### config.mk
export PLATFORM = sky130hd
export DESIGN_NAME = mem_arbiter
export DESIGN_NICKNAME = d
export VERILOG_FILES = /design/src/rtl/mem_arbiter_pkg.sv /design/src/rtl/mem_arb_rr.sv /design/src/rtl/mem_arbiter.sv
export SDC_FILE = /design/constraint.sdc
export NUM_CORES = 1
export LEC_CHECK = 0
export CELL_PAD_IN_SITES_DETAIL_PLACEMENT = 2
export CELL_PAD_IN_SITES_GLOBAL_PLACEMENT = 2
export CORE_MARGIN = 4
export CORE_UTILIZATION = 23
export DETAILED_ROUTE_END_ITERATION = 7
export GPL_ROUTABILITY_DRIVEN = 0
export PLACE_DENSITY = 0.95
export SLEW_MARGIN = 20
export SYNTH_ARGS = -nofsm -noshare
export SYNTH_HDL_FRONTEND = slang
export SYNTH_SLANG_ARGS = --single-unit
### constraint.sdc
create_clock -name clk -period 3.4 [get_ports clk]
set_input_delay 0.68 -clock clk [delete_from_list [all_inputs] [get_ports clk]]
set_output_delay 0.68 -clock clk [all_outputs]
set_load 0.02 [all_outputs]
### src/rtl/mem_arbiter_pkg.sv
// Shared encodings for the single-port RAM arbiter: FSM states, grant codes
// and the default word-address width.
package mem_arbiter_pkg;

    localparam int DEF_ADDR_W = 10;

    typedef enum logic [1:0] {
        ST_IDLE   = 2'd0,
        ST_ACCESS = 2'd1,
        ST_RESP   = 2'd2
    } state_t;

    typedef enum logic [1:0] {
        GNT_I = 2'd0,
        GNT_D = 2'd1,
        GNT_L = 2'd2
    } gnt_t;

    // A tie between I and D goes to the side that was not served last.
    function automatic gnt_t rr_tie_winner(input gnt_t last_grant);
        gnt_t w_pick;
        if (last_grant == GNT_I) begin
            w_pick = GNT_D;
        end else begin
            w_pick = GNT_I;
        end
        return w_pick;
    endfunction

endpackage

### src/rtl/mem_arb_rr.sv
// Two-way round-robin pick between instruction fetch and data requests,
// with a per-side mask for the requester currently being acknowledged.
module mem_arb_rr
    import mem_arbiter_pkg::*;
(
    input  logic       i_req_i,
    input  logic       i_req_d,
    input  logic [1:0] i_mask,
    input  gnt_t       i_last_grant,
    output logic       o_valid,
    output gnt_t       o_grant
);

    logic w_req_i;
    logic w_req_d;

    // i_mask[0] hides I, i_mask[1] hides D.
    assign w_req_i = i_req_i & ~i_mask[0];
    assign w_req_d = i_req_d & ~i_mask[1];

    // Grant selection from the unmasked requests.
    always_comb begin
        o_valid = 1'b0;
        o_grant = GNT_I;
        case ({w_req_i, w_req_d})
            2'b11: begin
                o_valid = 1'b1;
                o_grant = rr_tie_winner(i_last_grant);
            end
            2'b10: begin
                o_valid = 1'b1;
                o_grant = GNT_I;
            end
            2'b01: begin
                o_valid = 1'b1;
                o_grant = GNT_D;
            end
            default: begin
                o_valid = 1'b0;
                o_grant = GNT_I;
            end
        endcase
    end

endmodule

### src/rtl/mem_arbiter.sv
// Arbiter sharing one single-port synchronous RAM between I-fetch, data and
// (when MEM_ARBITER_LOADER_EN is defined) a full-word loader write port.
module mem_arbiter
    import mem_arbiter_pkg::*;
#(
    parameter int ADDR_W = DEF_ADDR_W
) (
    input  logic              clk,
    input  logic              reset,
    input  logic              i_req,
    input  logic [31:0]       i_addr,
    output logic              i_ack,
    output logic [31:0]       i_rdata,
    input  logic              d_req,
    input  logic              d_we,
    input  logic [3:0]        d_wstrb,
    input  logic [31:0]       d_addr,
    input  logic [31:0]       d_wdata,
    output logic              d_ack,
    output logic [31:0]       d_rdata,
`ifdef MEM_ARBITER_LOADER_EN
    input  logic              l_req,
    input  logic [31:0]       l_addr,
    input  logic [31:0]       l_wdata,
    output logic              l_ack,
`endif
    output logic              mem_en,
    output logic [3:0]        mem_we,
    output logic [ADDR_W-1:0] mem_addr,
    output logic [31:0]       mem_wdata,
    input  logic [31:0]       mem_rdata
);

    state_t      r_state;
    gnt_t        r_grant;
    gnt_t        r_last_grant;
    logic        r_mem_en;
    logic        r_i_ack;
    logic        r_d_ack;
    logic        r_l_ack;
    logic [31:0] r_i_rdata;
    logic [31:0] r_d_rdata;

    logic        w_l_req;
    logic [31:0] w_l_addr;
    logic [31:0] w_l_wdata;
    logic        w_in_resp;
    logic [1:0]  w_mask;
    logic        w_l_cand;
    logic        w_rr_valid;
    gnt_t        w_rr_grant;
    logic        w_win_valid;
    gnt_t        w_win_grant;
    logic [31:0] w_sel_addr;
    logic [3:0]  w_we;
    logic        w_unused_bits;

`ifdef MEM_ARBITER_LOADER_EN
    assign w_l_req   = l_req;
    assign w_l_addr  = l_addr;
    assign w_l_wdata = l_wdata;
    assign l_ack     = r_l_ack;
`else
    logic w_unused_l;
    assign w_l_req    = 1'b0;
    assign w_l_addr   = 32'h0000_0000;
    assign w_l_wdata  = 32'h0000_0000;
    assign w_unused_l = r_l_ack;
`endif

    // The side being acknowledged still holds its req; hide it from the chaining decision.
    assign w_in_resp = (r_state == ST_RESP);
    assign w_mask    = {w_in_resp && (r_grant == GNT_D), w_in_resp && (r_grant == GNT_I)};
    assign w_l_cand  = w_l_req && !(w_in_resp && (r_grant == GNT_L));

    mem_arb_rr u_rr (
        .i_req_i      (i_req),
        .i_req_d      (d_req),
        .i_mask       (w_mask),
        .i_last_grant (r_last_grant),
        .o_valid      (w_rr_valid),
        .o_grant      (w_rr_grant)
    );

    assign w_win_valid = w_l_cand | w_rr_valid;
    assign w_win_grant = w_l_cand ? GNT_L : w_rr_grant;

    // Arbiter FSM: grant latch, round-robin history, RAM enable, acks and read-data hold.
    always_ff @(posedge clk or negedge reset) begin
        if (!reset) begin
            r_state      <= ST_IDLE;
            r_grant      <= GNT_I;
            r_last_grant <= GNT_D;
            r_mem_en     <= 1'b0;
            r_i_ack      <= 1'b0;
            r_d_ack      <= 1'b0;
            r_l_ack      <= 1'b0;
            r_i_rdata    <= 32'h0000_0000;
            r_d_rdata    <= 32'h0000_0000;
        end else begin
            case (r_state)
                ST_IDLE, ST_RESP: begin
                    r_i_ack <= 1'b0;
                    r_d_ack <= 1'b0;
                    r_l_ack <= 1'b0;
                    if (w_in_resp && (r_grant == GNT_I)) begin
                        r_i_rdata <= mem_rdata;
                    end else if (w_in_resp && (r_grant == GNT_D)) begin
                        r_d_rdata <= mem_rdata;
                    end else begin
                        r_i_rdata <= r_i_rdata;
                    end
                    if (w_win_valid) begin
                        r_state  <= ST_ACCESS;
                        r_grant  <= w_win_grant;
                        r_mem_en <= 1'b1;
                        if (w_win_grant != GNT_L) begin
                            r_last_grant <= w_win_grant;
                        end else begin
                            r_last_grant <= r_last_grant;
                        end
                    end else begin
                        r_state  <= ST_IDLE;
                        r_mem_en <= 1'b0;
                    end
                end
                ST_ACCESS: begin
                    r_state  <= ST_RESP;
                    r_mem_en <= 1'b0;
                    r_i_ack  <= (r_grant == GNT_I);
                    r_d_ack  <= (r_grant == GNT_D);
                    r_l_ack  <= (r_grant == GNT_L);
                end
                default: begin
                    r_state  <= ST_IDLE;
                    r_mem_en <= 1'b0;
                    r_i_ack  <= 1'b0;
                    r_d_ack  <= 1'b0;
                    r_l_ack  <= 1'b0;
                end
            endcase
        end
    end

    // RAM port steering from the latched grant; requesters hold addr/wdata until ack.
    always_comb begin
        w_sel_addr = i_addr;
        mem_wdata  = 32'h0000_0000;
        w_we       = 4'h0;
        case (r_grant)
            GNT_I: begin
                w_sel_addr = i_addr;
            end
            GNT_D: begin
                w_sel_addr = d_addr;
                mem_wdata  = d_wdata;
                w_we       = d_we ? d_wstrb : 4'h0;
            end
            GNT_L: begin
                w_sel_addr = w_l_addr;
                mem_wdata  = w_l_wdata;
                w_we       = 4'hF;
            end
            default: begin
                w_sel_addr = i_addr;
                w_we       = 4'h0;
            end
        endcase
    end

    assign mem_en   = r_mem_en;
    assign mem_we   = r_mem_en ? w_we : 4'h0;
    assign mem_addr = w_sel_addr[ADDR_W+1:2];

    // Byte offset and bits above the RAM size wrap silently.
    assign w_unused_bits = ^{w_sel_addr[31:ADDR_W+2], w_sel_addr[1:0]};

    assign i_ack   = r_i_ack;
    assign d_ack   = r_d_ack;
    assign i_rdata = r_i_ack ? mem_rdata : r_i_rdata;
    assign d_rdata = r_d_ack ? mem_rdata : r_d_rdata;

endmodule
==> flow_summary.ini <==
[sta]
slew_headroom_pct = 38.9
timing.fmax_mhz = 354
max_slew.worst_pin.slew_ns = 0.917
period_minus_slack_ns = 2.82
setup_ws_ns = 0.579
tns_ns = 0
period_share_pct = 83.0
skew_ns = 0.00509
slew_viol_final = 0
setup_viol = 0
hold_viol_final = 0
rsz0062_at_grt = no

[floorplanning]
die_h_um = 136
row_count = 46
fp.dieW_um = 136
io_pins = 250
start_util_pct = 23.6
die_area_um2 = 18500
core-area_um2 = 16000

[clock_network]
clock_latency_ns = 0.32
cts_tree = yes
clk_pin_slew_ns = 0.06
cts_hold_buf = 0
root_buffer = clkbuf_16
clk_path_buf_depth = 2
cts_resized = 0
cts.sinks = 70
cts_buffers = 9
htreeDepth = 3
postCtsSetupRepairBufs = 0

[logic_synthesis]
avgSynthCellArea_um2 = 13.4
synth_largest_area_cell = dfrtp_1
synth_top_family_by_area = multiplexers
synth_mux_area_share_pct = 41.7
ys_warn_count = 0
synthCells = 282
synth_top_area_share_pct = 45.8
synth_area_leaders = dfrtp_1, mux2_2, and2_1, mux2_1, buf_2
synth_fa_ha_area_share_pct = 0
synth_area_um2 = 3770
synth_compound_area_share_pct = 0.464
synth.distinct_cells = 19
yosysSeqAreaShare_pct = 46.5
synth-xor-area-share_pct = 0
synth_fp_nets = 419
synthSimpleGateAreaFrac_pct = 8.16
ys_ff_latch = 70

[place]
placedInstanceArea_um2 = 6040
hpwlAfterDp_um = 10400
io_buffers = 205
post-place-ws_ns = 0.551

[layout]
drive_gt1_share_pct = 32.4
finalNetCount = 623
final_util_pct = 39.9
syn2layout_area_growth_pct = 69.2
fill_cells = 1678
multi_input_area_um2 = 1900
final_area_um2 = 6380
seq_area_um2 = 1750
diodes = 0

[setup_path]
crit_type = primary input to primary output
reg2reg_to = r_i_rdata[8]
crit_path_end_kind = primary output
startpoint = d_we
crit_fanout = 4
r2r_slack_ns = 1.17
reg2reg_depth = 4
cp.arrival_ns = 2.14
startpoint_type = primary input
required_ns = 2.72
rr_startpoint = r_grant[0]

[worst_hold_path]
hold_class = primary input to async pin

[detailed_routing]
wl_per_cell_um = 19.0
vias_per_cell = 4.40
routed-via-count = 3111
drt-initial-drc-count = 36
dr.pass1.iters = 3
drc_errors = 0
ant_nets = 0
drt_wl_total_um = 13400

[grt]
grt_max_degree = 71
antenna_found_initial = 0
track_usage_pct = 14.6
grt_pass1_vias = 3785
grt_pass1_wl_um = 20900
overflow = 0

[pwr]
ir_drop_mv = 0.294
power.total_w = 0.00668
pwr_density_cell_nw_per_um2 = 1050
p_leak_nw = 2.51

[run_status]
status = complete, no violations

[run]
maxCapViolCount = 0
[logic make-up after synthesis]
logic type | after synthesis
multiplexers | 140
buffers and inverters | 20
AND/OR/NAND/NOR | 49
flip-flops | 70
AO/OA/AOI/OAI | 3
[flip-flops by register name, indices dropped and copies added (netlist names)]
register,cells
i_ack,1
r_state,2
d_ack,1
r_grant,1
r_last_grant,1
r_i_rdata,32
r_d_rdata,32
[worst max path at each step]
| stage | end | slack [ns] | cells after the start |
|---|---|---|---|
| after global placement | mem_we[2] | 0.59 | 4 |
| after floorplan | i_rdata[10] | 1.44 | 3 |
| after global routing | mem_addr[5] | 0.52 | 3 |
| after CTS | mem_we[2] | 0.55 | 4 |
| final | mem_we[2] | 0.58 | 4 |
| after detailed placement | mem_we[2] | 0.55 | 4 |
[layout by cell type (no fill, tap or decap), drive strengths merged]
cell / netlist / routed
clkbuf: 6 / 9
dfrtp: 69 / 69
nor2: 5 / 5
clkinv: 0 / 3
nand2b: 1 / 1
mux2: 138 / 138
mux2i: 2 / 2
and2: 37 / 37
nor3b: 1 / 1
nand3b: 1 / 1
clkdlybuf4s50: 0 / 204
buf: 14 / 9
nor2b: 3 / 3
a21oi: 2 / 2
and3: 1 / 1
a211oi: 1 / 1
clkinvlp: 0 / 1
dfstp: 1 / 1
bufinv: 0 / 3
[power by group]
part           leakage, nW  internal (W)  switching (W)
registers            0.827       0.00127       0.000251
logic                 1.52       0.00220        0.00190
clock network        0.165      0.000712       0.000351
total                 2.51       0.00418        0.00250
[through the flow]
| stage | hold slack [ns] | cells |
|---|---|---|
| after floorplan | 0.384 | 282 |
| after global placement | 0.472 | 691 |
| after detailed placement | 0.479 | 691 |
| after CTS | 0.492 | 707 |
| after global routing | 0.510 | 707 |
| final | 0.497 | 707 |
[layout make-up]
class	instances	share of cell area, %
clock buffers	9	3.53
clock inverters	7	1.76
multi-input cells	192	29.8
flip-flops and latches	70	27.5
well taps	216	4.23
repair buffers	213	33.2
[cells in the mapped netlist]
library cell,count
mux2i_1,2
dfstp_2,1
nor2_1,5
and3_1,1
clkbuf_1,5
nor3b_4,1
nor2b_1,3
mux2_2,132
mux2_1,6
and2_1,37
buf_4,3
dfrtp_1,69
clkbuf_2,1
a211oi_1,1
buf_6,3
nand3b_1,1
nand2b_1,1
buf_2,8
a21oi_1,2
[routing by layer]
layer | track usage (%) | vias to the layer above | share of wire [%]
li1 | - | 1401 | -
met1 | 14.7 | 1563 | 36
met2 | 28.3 | 140 | 54
met3 | 5.26 | 7 | 8.9
met4 | 3.19 | 0 | 0.79
met5 | 0 | - | 0
[critical path, stage by stage]
cell	delay, ns
clkdlybuf4s50_1	0.45
and3_1	0.22
and2_1	0.16
clkdlybuf4s50_1	0.63
Note: power is estimated with default switching activity, not from simulation.
